$ cat config.mk
export PLATFORM = sky130hd
export DESIGN_NAME = dram_port_arbiter
export DESIGN_NICKNAME = d
export VERILOG_FILES = /design/src/rtl/dram_port_arbiter.sv
export SDC_FILE = /design/constraint.sdc
export NUM_CORES = 1
export LEC_CHECK = 0
export CAP_MARGIN = 20
export CORE_AREA = 4 4 209 211
export CTS_BUF_LIST = sky130_fd_sc_hd__clkbuf_16
export DETAILED_ROUTE_END_ITERATION = 12
export DIE_AREA = 0 0 213 215
export SLEW_MARGIN = 30
export SYNTH_ARGS = -nofsm -noshare
export SYNTH_HDL_FRONTEND = slang
export SYNTH_SLANG_ARGS = --single-unit
$ cat constraint.sdc
create_clock -name clk -period 4.7 [get_ports clk]
set_input_delay 0.94 -clock clk [delete_from_list [all_inputs] [get_ports clk]]
set_output_delay 0.94 -clock clk [all_outputs]
set_load 0.05 [all_outputs]
$ cat src/rtl/dram_port_arbiter.sv
`default_nettype none
// ============================================================================
// dram_port_arbiter : shares one DRAM port between IF and data requesters
// Revision: 1.0 - initial release
// ============================================================================
module dram_port_arbiter #(
  parameter int STARVE_LIMIT = 4,
  parameter int TIMEOUT      = 255
) (
  input  logic        clk,
  input  logic        reset,
  input  logic        if_req,
  input  logic [63:0] if_addr,
  output logic        if_gnt,
  output logic        if_rvalid,
  output logic [63:0] if_rdata,
  output logic        if_err,
  input  logic        d_req,
  input  logic [63:0] d_addr,
  input  logic [63:0] d_din,
  input  logic [2:0]  d_rd_ctrl,
  input  logic [2:0]  d_wr_ctrl,
  output logic        d_gnt,
  output logic        d_rvalid,
  output logic [63:0] d_rdata,
  output logic        d_err,
  output logic        stall_if,
  output logic        stall_d,
  output logic        dram_req,
  output logic [63:0] dram_addr,
  output logic [63:0] dram_din,
  output logic [2:0]  dram_rd_ctrl,
  output logic [2:0]  dram_wr_ctrl,
  input  logic        dram_ready,
  input  logic        dram_rvalid,
  input  logic [63:0] dram_dout
);

  typedef enum logic [1:0] {
    IDLE = 2'd0,
    REQ  = 2'd1,
    RSP  = 2'd2,
    DONE = 2'd3
  } state_t;

  localparam logic [3:0] STARVE_MAX = 4'(STARVE_LIMIT);
  localparam logic [7:0] TMO_LAST   = 8'(TIMEOUT - 1);
  localparam logic [2:0] IF_RD_CTRL = 3'b011;

  state_t      state;
  logic        owner;        // 0 = IF, 1 = data
  logic [3:0]  starve_cnt;
  logic [7:0]  tmo_cnt;

  logic        d_valid;
  logic        data_wins;
  logic        in_flight;
  logic        rsp_ok;
  logic        tmo_abort;
  logic        finish;

  // A data request with no load/store control is not a real request.
  assign d_valid   = d_req & ((|d_rd_ctrl) | (|d_wr_ctrl));
  assign data_wins = d_valid & ~(if_req & (starve_cnt == STARVE_MAX));
  assign in_flight = (state == REQ) | (state == RSP);

  // A response in the timeout cycle still completes normally.
  assign rsp_ok    = (state == RSP) & dram_rvalid;
  assign tmo_abort = (tmo_cnt == TMO_LAST) &
                     (((state == REQ) & ~dram_ready) | ((state == RSP) & ~dram_rvalid));
  assign finish    = rsp_ok | tmo_abort;

  assign stall_if = reset & ((if_req & ~(~owner & (state == DONE))) | (~owner & in_flight));
  assign stall_d  = reset & ((d_valid & ~(owner & (state == DONE))) | (owner & in_flight));

  always_ff @(posedge clk or negedge reset) begin
    if (!reset) begin
      state        <= IDLE;
      owner        <= 1'b0;
      starve_cnt   <= 4'd0;
      tmo_cnt      <= 8'd0;
      if_gnt       <= 1'b0;
      if_rvalid    <= 1'b0;
      if_rdata     <= 64'd0;
      if_err       <= 1'b0;
      d_gnt        <= 1'b0;
      d_rvalid     <= 1'b0;
      d_rdata      <= 64'd0;
      d_err        <= 1'b0;
      dram_req     <= 1'b0;
      dram_addr    <= 64'd0;
      dram_din     <= 64'd0;
      dram_rd_ctrl <= 3'd0;
      dram_wr_ctrl <= 3'd0;
    end else begin
      if_gnt    <= 1'b0;
      d_gnt     <= 1'b0;
      if_rvalid <= 1'b0;
      d_rvalid  <= 1'b0;
      case (state)
        IDLE: begin
          if (if_req | d_valid) begin
            state    <= REQ;
            dram_req <= 1'b1;
            tmo_cnt  <= 8'd0;
            owner    <= data_wins;
            if (data_wins) begin
              d_gnt        <= 1'b1;
              dram_addr    <= d_addr;
              dram_din     <= d_din;
              dram_rd_ctrl <= d_rd_ctrl;
              dram_wr_ctrl <= d_wr_ctrl;
              if (if_req && (starve_cnt != STARVE_MAX))
                starve_cnt <= starve_cnt + 4'd1;
            end else begin
              if_gnt       <= 1'b1;
              dram_addr    <= if_addr;
              dram_din     <= 64'd0;
              dram_rd_ctrl <= IF_RD_CTRL;
              dram_wr_ctrl <= 3'd0;
              starve_cnt   <= 4'd0;
            end
          end
        end
        REQ, RSP: begin
          tmo_cnt <= tmo_cnt + 8'd1;
          if (finish) begin
            state    <= DONE;
            dram_req <= 1'b0;
            if (owner) begin
              d_rvalid <= 1'b1;
              d_rdata  <= rsp_ok ? dram_dout : 64'd0;
              d_err    <= ~rsp_ok;
            end else begin
              if_rvalid <= 1'b1;
              if_rdata  <= rsp_ok ? dram_dout : 64'd0;
              if_err    <= ~rsp_ok;
            end
          end else if ((state == REQ) && dram_ready) begin
            state    <= RSP;
            dram_req <= 1'b0;
          end
        end
        DONE: state <= IDLE;
        default: state <= IDLE;
      endcase
    end
  end

endmodule
`default_nettype wire

== Yosys cells after proc, flatten, opt, wreduce, memory -nomap -nowiden ==
Index checks and enable logic that the tools add are counted.
Widths: inputs -> output; s select.
Cells by class
  $add $sub $neg: 2
  equal/unequal tests: 9
  muxes and demuxes: 29
  bitwise operators: 29
  reductions and logical operators: 14
Operators with widths (number)
  $mux 64: 3
  $pmux 8 s2: 1
  $and 1x1->1: 15
  $mux 1: 15
  $reduce_and 3->1: 4
  $add 8x1->8 const B: 1
  $eq 8x8->1 const B: 1
  $mux 4: 2
  $mux 8: 1
  $not 1->1: 7
  $or 1x1->1: 7
  $mux 2: 3
  $mux 3: 2
  $pmux 2 s3: 1
  $reduce_and 2->1: 3
  $reduce_or 3->1: 2
  $add 4x1->4 const B: 1
  $eq 2x2->1 const B: 2
  $eq 4x3->1 const B: 1
  $ne 4x3->1 const B: 1
  $ne 3x3->1 const B: 1
  $eq 2x1->1 const B: 1
  $logic_and 1x1->1: 2
  $logic_not 2->1: 1
  other kinds (5): 5
Word-level totals
  register bits: 284
  output and inout bits: 271

== Logic depth before layout (Yosys ltp) ==
Gate-level depths: netlist of the first run.
  depth in word-level cells: 7
  depth in mapped cells: 8
  depth with buffers taken out: 6

== Least setup slack after synthesis of the first run ==
No wires, ideal clock.
  path kind: input to output
  from: input d_rd_ctrl[1]
  to: output stall_d
  data arrival time: 2399 ps
  data required time: 3760 ps
  path slack: 1361 ps
  stages on the path: 4
  path through: nor4_4 > a21oi_1 > nand2_1 > a21boi_0
On the way
  word-level cells in the longest chain between the ends: 6
Ends and longest elaborated chain
  from (decl): line 21  | input logic [2:0] d_rd_ctrl,
  $reduce_or 3->1: line 63  | assign d_valid = d_req & ((|d_rd_ctrl) | (|d_wr_ctrl));
  $or 1x1->1: line 63
  $and 1x1->1: line 63
  $and 1x1->1: line 74  | assign stall_d = reset & ((d_valid & ~(owner & (state == DONE))) | (owner & in_flight));
  $or 1x1->1: line 74
  $and 1x1->1: line 74
  to (decl): line 28  | output logic stall_d,
No other way between the ends.

== Worst setup path after layout of the first run ==
Same ends and word-level chain as after synthesis.

==> flow_summary.toml, run 1 <==
[setup_path]
end_kind = "output pin"
ff2ff_path_depth = 6
r2r_start = "state[0]"
startpoint_type = "input pin"
required_ns = 3.76
crit_fanout = 2
cp.arrival_ns = 3.14
ff2ff_setup_slack_ns = 2.02
rr_endpoint = "if_rdata[21]"
timing_worst_setup_path_type = "in2out"

[place]
dpl_cell_area_um2 = 16900
portBuffers = 538
dp_cells = 1824
dp_hpwl_um = 28400
finalWeightedCongestion = 0.849

[global_routing]
antenna_found_initial = 4
grt-ovfl-total = 0
grtUsageTotal_pct = 16.9
grt_max_degree = 139
grt_pass1_vias = 9566
grt_pass1_wl_um = 60300

[clock_network]
cts_tree = "yes"
cts_hold_buf = 0
cts_num_sinks = 284
cts_resized = 0
numCtsBuffers = 36
post_cts_buffers = 0
clockRootBuffer = "clkbuf_16"
clk_transition_reported_paths_ns = 0.05
cts_buffer_depth = 3
clock_latency_ns = 0.53
cts_max_level = 2

[timing]
finalCritPeriodShare_pct = 86.9
relSlewSlack_pct = 40.6
period_minus_slack_ns = 4.08
slew_viol_final = 0
fmax_ghz = 0.245
hold_viol_final = 0
skew_ns = 0.0133
worst_pin_slew_ns = 0.891
rsz0062_at_grt = "no"
finalSetupViolations = 0
setup_tns_ns = 0

[power]
p_per_area_nw_per_um2 = 855
p_int_mw = 8.17
swShare_pct = 47.0
p_switching_mw = 7.25
p_comb_share_pct = 55.5
ir_drop_mv = 0.388
leakage_nw = 7.80
p_clk_share_pct = 16.9
pwr-share-seq_pct = 27.7

[synth]
ys_types = 45
synth_edf_count = 0
synth.avg_cell_area_um2 = 13.8
ys_seq_area_share_pct = 64.5
syn_inst = 801
async_reset_ff_share_pct = 100
synthTopCellsByArea = "dfrtp_1 65%, a22o_1 16%, a221o_1 5.9%"
yosys-top-cells-count = "284 x dfrtp_1, 196 x a22o_1, 65 x a221o_1"
synth_area_um2 = 11000
synth_top_area_cell = "dfrtp_1"
synth-seq-cells = 284
postSynthNetCount = 1077
synth_top_cell_area_share_pct = 64.5
yosysMostFrequentCell = "dfrtp_1"
synth_warnings = 0
ys.flop_type = "dfrtp_1"

[detailed_routing]
via_count = 9155
viasPerCell = 4.84
ant_nets = 0
drc = 0
drt_first_pass_iters = 5
routed_wl_um = 40600
drt_iter0_drc = 721
routedWlPerCell_um = 21.4

[finish]
fillCellCount = 3872
drive_gt1_share_pct = 5.34
final_cells = 1892
syn2layout_area_growth_pct = 63.7
design_area_um2 = 18000
nets = 1599

[floorplanning]
rows = 75
ios = 539
core_area_um2 = 41800
die_area_um2 = 45800
chipWidth_um = 213
start_util_pct = 26.4
die_h_um = 215

[worst_hold_path]
hold_class = "in2async"

[run]
cap_violations = 0

[status]
status = "finished clean"
## worst max path at each step
stage                       from       to  slack [ns]  depth (start not counted)
detailed placement  d_rd_ctrl[1]  stall_d        0.56                          6
global placement    d_rd_ctrl[1]  stall_d        0.56                          6
finish              d_rd_ctrl[1]  stall_d        0.62                          6
floorplan           d_rd_ctrl[1]  stall_d        1.36                          4
global route        d_rd_ctrl[2]  stall_d        0.47                          6
CTS                 d_rd_ctrl[1]  stall_d        0.55                          6
## worst max-delay path: stages
cell and delay (ns):
clkdlybuf4s50_1 0.50, nor4_4 0.53, a21oi_1 0.25, nand2_1 0.11
a21boi_0 0.08, clkdlybuf4s50_1 0.73
## placed cells by master, fill, tap and decap left out, drive strengths merged, types with 2 or more instances in the layout
master           n
clkdlybuf4s50  537
diode            4
and2            64
a21oi            7
a211oi           2
a21o             2
a22o           196
a22oi            2
nand3            8
a21boi           3
a211o            2
dfrtp          284
nand2           22
nor2             9
inv             31
clkinv          12
o211ai           2
o21ai            8
a221o           65
a31oi            4
ha               8
nor4b            2
buf             15
nand2b           3
nor3             4
bufinv           2
clkbuf          37
mux2i            2
nand3b           3
## power groups by stage
stage          Combinational (mW)  Sequential, mW  Clock, mW
2_1_floorplan                1.73            7.98          0
3_3_place_gp                 8.58            4.26          0
3_5_place_dp                 8.63            4.27          0
4_1_cts                      8.65            4.26       2.70
5_1_grt                      8.89            4.41       2.80
6_report                     8.55            4.26       2.60
## metrics by stage
stage / util (%) / setup WS (ns) / hold slack [ns] / power, mW
finish: 43.2 / 0.615 / 0.296 / 15.4
global route: 43.2 / 0.467 / 0.293 / 16.1
CTS: 43.1 / 0.550 / 0.274 / 15.6
detailed placement: 40.5 / 0.564 / 0.481 / 12.9
global placement: 40.5 / 0.564 / 0.481 / 12.8
floorplan: - / 1.36 / 0.451 / 9.71
## cell families after synthesis
| kind of cell | share of synthesized area, % |
|---|---|
| AO/OA/AOI/OAI | 24.1 |
| XOR/XNOR | 0.159 |
| adder cells (fa/ha/maj) | 0.909 |
| buffers and inverters | 3.77 |
| flip-flops | 64.5 |
| multiplexers | 0.182 |
| AND/OR/NAND/NOR | 6.33 |
## registers in the layout (all words and copies together), names as in the netlist, 2 cells and up
register / cells
d_rdata: 64
dram_addr: 64
dram_din: 64
if_rdata: 64
tmo_cnt: 8
starve_cnt: 4
dram_rd_ctrl: 3
dram_wr_ctrl: 3
state: 2
## metal layers
layer,part of all wire (%),wire length [µm],global-route usage (%),vias to the layer above
li1,-,-,-,4123
met1,41,16500,21.4,4655
met2,50,20400,28.4,309
met3,6.0,2450,3.38,68
met4,3.0,1210,6.81,0
met5,0,0,0,-
## final cells by class
cell class | count | area (µm²) | share of cell area [%]
sequential | 284 | 7110 | 39.4
timing repair buffer | 552 | 5540 | 30.7
multi-input combinational | 430 | 3520 | 19.5
clock buffer | 37 | 926 | 5.13
tap | 539 | 674 | 3.74
clock inverter | 27 | 181 | 1.01
inverter | 19 | 71.3 | 0.396
antenna | 4 | 10.0 | 0.0555
(Power assumes the default switching activity.)
==> run 2: changes to the inputs <==
--- a/config.mk
+++ b/config.mk
@@ -10,7 +10,8 @@
 export CTS_BUF_LIST = sky130_fd_sc_hd__clkbuf_16
 export DETAILED_ROUTE_END_ITERATION = 12
 export DIE_AREA = 0 0 213 215
-export SLEW_MARGIN = 30
+export HOLD_SLACK_MARGIN = 0.03
+export SLEW_MARGIN = 20
 export SYNTH_ARGS = -nofsm -noshare
 export SYNTH_HDL_FRONTEND = slang
 export SYNTH_SLANG_ARGS = --single-unit
==> constraint.sdc (replaced) <==
create_clock -name clk -period 4.1 [get_ports clk]
set_input_delay 0.82 -clock clk [delete_from_list [all_inputs] [get_ports clk]]
set_output_delay 0.82 -clock clk [all_outputs]
set_load 0.05 [all_outputs]
==> run 2 against run 1 <==
Effect of this change:
- setup slack got worse by 0.19 ns
- final cell count fell by 0.32%
- sequential power rose by 15%
- sequential share of layout area rose by 0.13 points
- cell area fell by 0.33%
- global-route usage fell by 0.064 points
- via count fell by 0.28%
- count of clock-buffer cells in the layout fell by 1
- critical endpoint is now stall_if
- largest power group unchanged
==> flow_summary.toml, run 2 (same netlist as run 1, synthesis figures left out) <==
[global_routing]
met2_usage_pct = 28.4
grt-ovfl-total = 0
grt_use_met3_pct = 3.92
grt_max_degree = 161
grt_busiest_layer = "met2"
grtUsageTotal_pct = 16.8
use_met1_pct = 21.4
grt_pass1_vias = 9509
grt_pass1_wl_um = 60300
antenna_found_initial = 2

[setup_path]
crit_fanout = 14
path_cells = "inv_1 > ha_1 > nand2b_1 > a21boi_0 > clkdlybuf4s50_1"
cp_slowest_stage_delay_ns = 0.84
r2r_start = "state[0]"
cp.arrival_ns = 2.85
cp_num_buf_inv = 2
end_kind = "output pin"
crit_slowest_cell = "clkdlybuf4s50_1"
critPathTopFamily = "buffers and inverters"
startpoint_type = "register"
required_ns = 3.28
timing_worst_setup_path_type = "reg2out"
startpoint = "state[0]"

[timing]
worst_pin_slew_ns = 1.11
hold_viol_final = 0
skew_ns = 0.0168
slew_viol_final = 0
period_minus_slack_ns = 3.67
finalSetupViolations = 0
setup_tns_ns = 0
rsz0062_at_grt = "no"
finalCritPeriodShare_pct = 89.5
relSlewSlack_pct = 26.0
fmax_ghz = 0.272

[detailed_routing]
viasPerCell = 4.84
drt_first_pass_iters = 5
ant_nets = 0
routedWlPerCell_um = 21.3
drc = 0
drt_iter0_drc = 726
via_count = 9129
routed_wl_um = 40300

[clock_network]
clockRootBuffer = "clkbuf_16"
cts_resized = 0
clk_transition_reported_paths_ns = 0.05
post_cts_buffers = 0
cts_max_level = 2
cts_buffer_depth = 3
cts_tree = "yes"
numCtsBuffers = 35
cts_num_sinks = 284
cts_hold_buf = 0
clock_latency_ns = 0.53

[power]
p_comb_share_pct = 56.0
p_clk_share_pct = 16.1
p_int_mw = 9.26
p_switching_mw = 8.28
leakage_nw = 7.77
pwr-share-seq_pct = 27.8
ir_drop_mv = 0.411
swShare_pct = 47.2
p_per_area_nw_per_um2 = 976

[finish]
drive_gt1_share_pct = 5.43
fillCellCount = 3928
design_area_um2 = 18000
syn2layout_area_growth_pct = 63.2
nets = 1599
final_cell_mix = "536 x clkdlybuf4s50_1, 284 x dfrtp_1, 196 x a22o_1, 65 x a221o_1, 46 x and2_0"
final_common_cell = "clkdlybuf4s50_1"
final_cells = 1886

[floorplanning]
core_area_um2 = 41800
die_area_um2 = 45800
die_h_um = 215
rows = 75
chipWidth_um = 213
ios = 539
start_util_pct = 26.4

[place]
portBuffers = 538
dp_cells = 1825
dp_hpwl_um = 28100
dpl_cell_area_um2 = 16900
finalWeightedCongestion = 0.840

[worst_hold_path]
hold_class = "in2async"

[run]
cap_violations = 0

[status]
status = "finished clean"
run 2: layer usage:
metal	vias up	wire, µm
met5	-	0
met4	0	1080
met3	55	2480
met2	330	20100
met1	4631	16600
li1	4113	-
run 2: area by class of cell:
cell class / count / area, µm² / share of cell area (%)
Multi-Input combinational cell: 430 / 3520 / 19.6
Clock buffer: 36 / 901 / 5.01
Inverter: 19 / 71.3 / 0.397
Clock inverter: 22 / 140 / 0.780
Timing Repair Buffer: 553 / 5550 / 30.9
Sequential cell: 284 / 7110 / 39.5
Tap cell: 539 / 674 / 3.75
Antenna cell: 3 / 7.51 / 0.0418
run 2: per-stage QoR:
stage	hold WS (ns)	util, %	power (mW)	setup WS [ns]
final	0.223	43.0	17.5	0.429
after global placement	0.483	40.5	14.7	0.766
after global routing	0.221	43.0	18.3	0.220
after floorplan	0.451	-	11.1	1.00
after CTS	0.212	43.0	17.7	0.373
after detailed placement	0.480	40.5	14.8	0.748
run 2: path summary, 6_finish.rpt:
check	endpoint	slack [ns]	depth (start not counted)
max	stall_if	0.43	5
min	tmo_cnt[0]	0.22	1
max reg2reg	if_rdata[24]	1.57	6
min reg2reg	dram_din[58]	0.49	1
max in group asynchronous	dram_din[62]	2.51	2
min in group clk	dram_din[58]	0.49	1
run 2: power groups by stage:
stage | logic (mW) | registers, mW | clock network [mW]
after floorplan | 1.98 | 9.15 | 0
after global placement | 9.85 | 4.87 | 0
after detailed placement | 9.90 | 4.89 | 0
after CTS | 9.93 | 4.87 | 2.95
after global routing | 10.2 | 5.05 | 3.07
final | 9.83 | 4.88 | 2.83
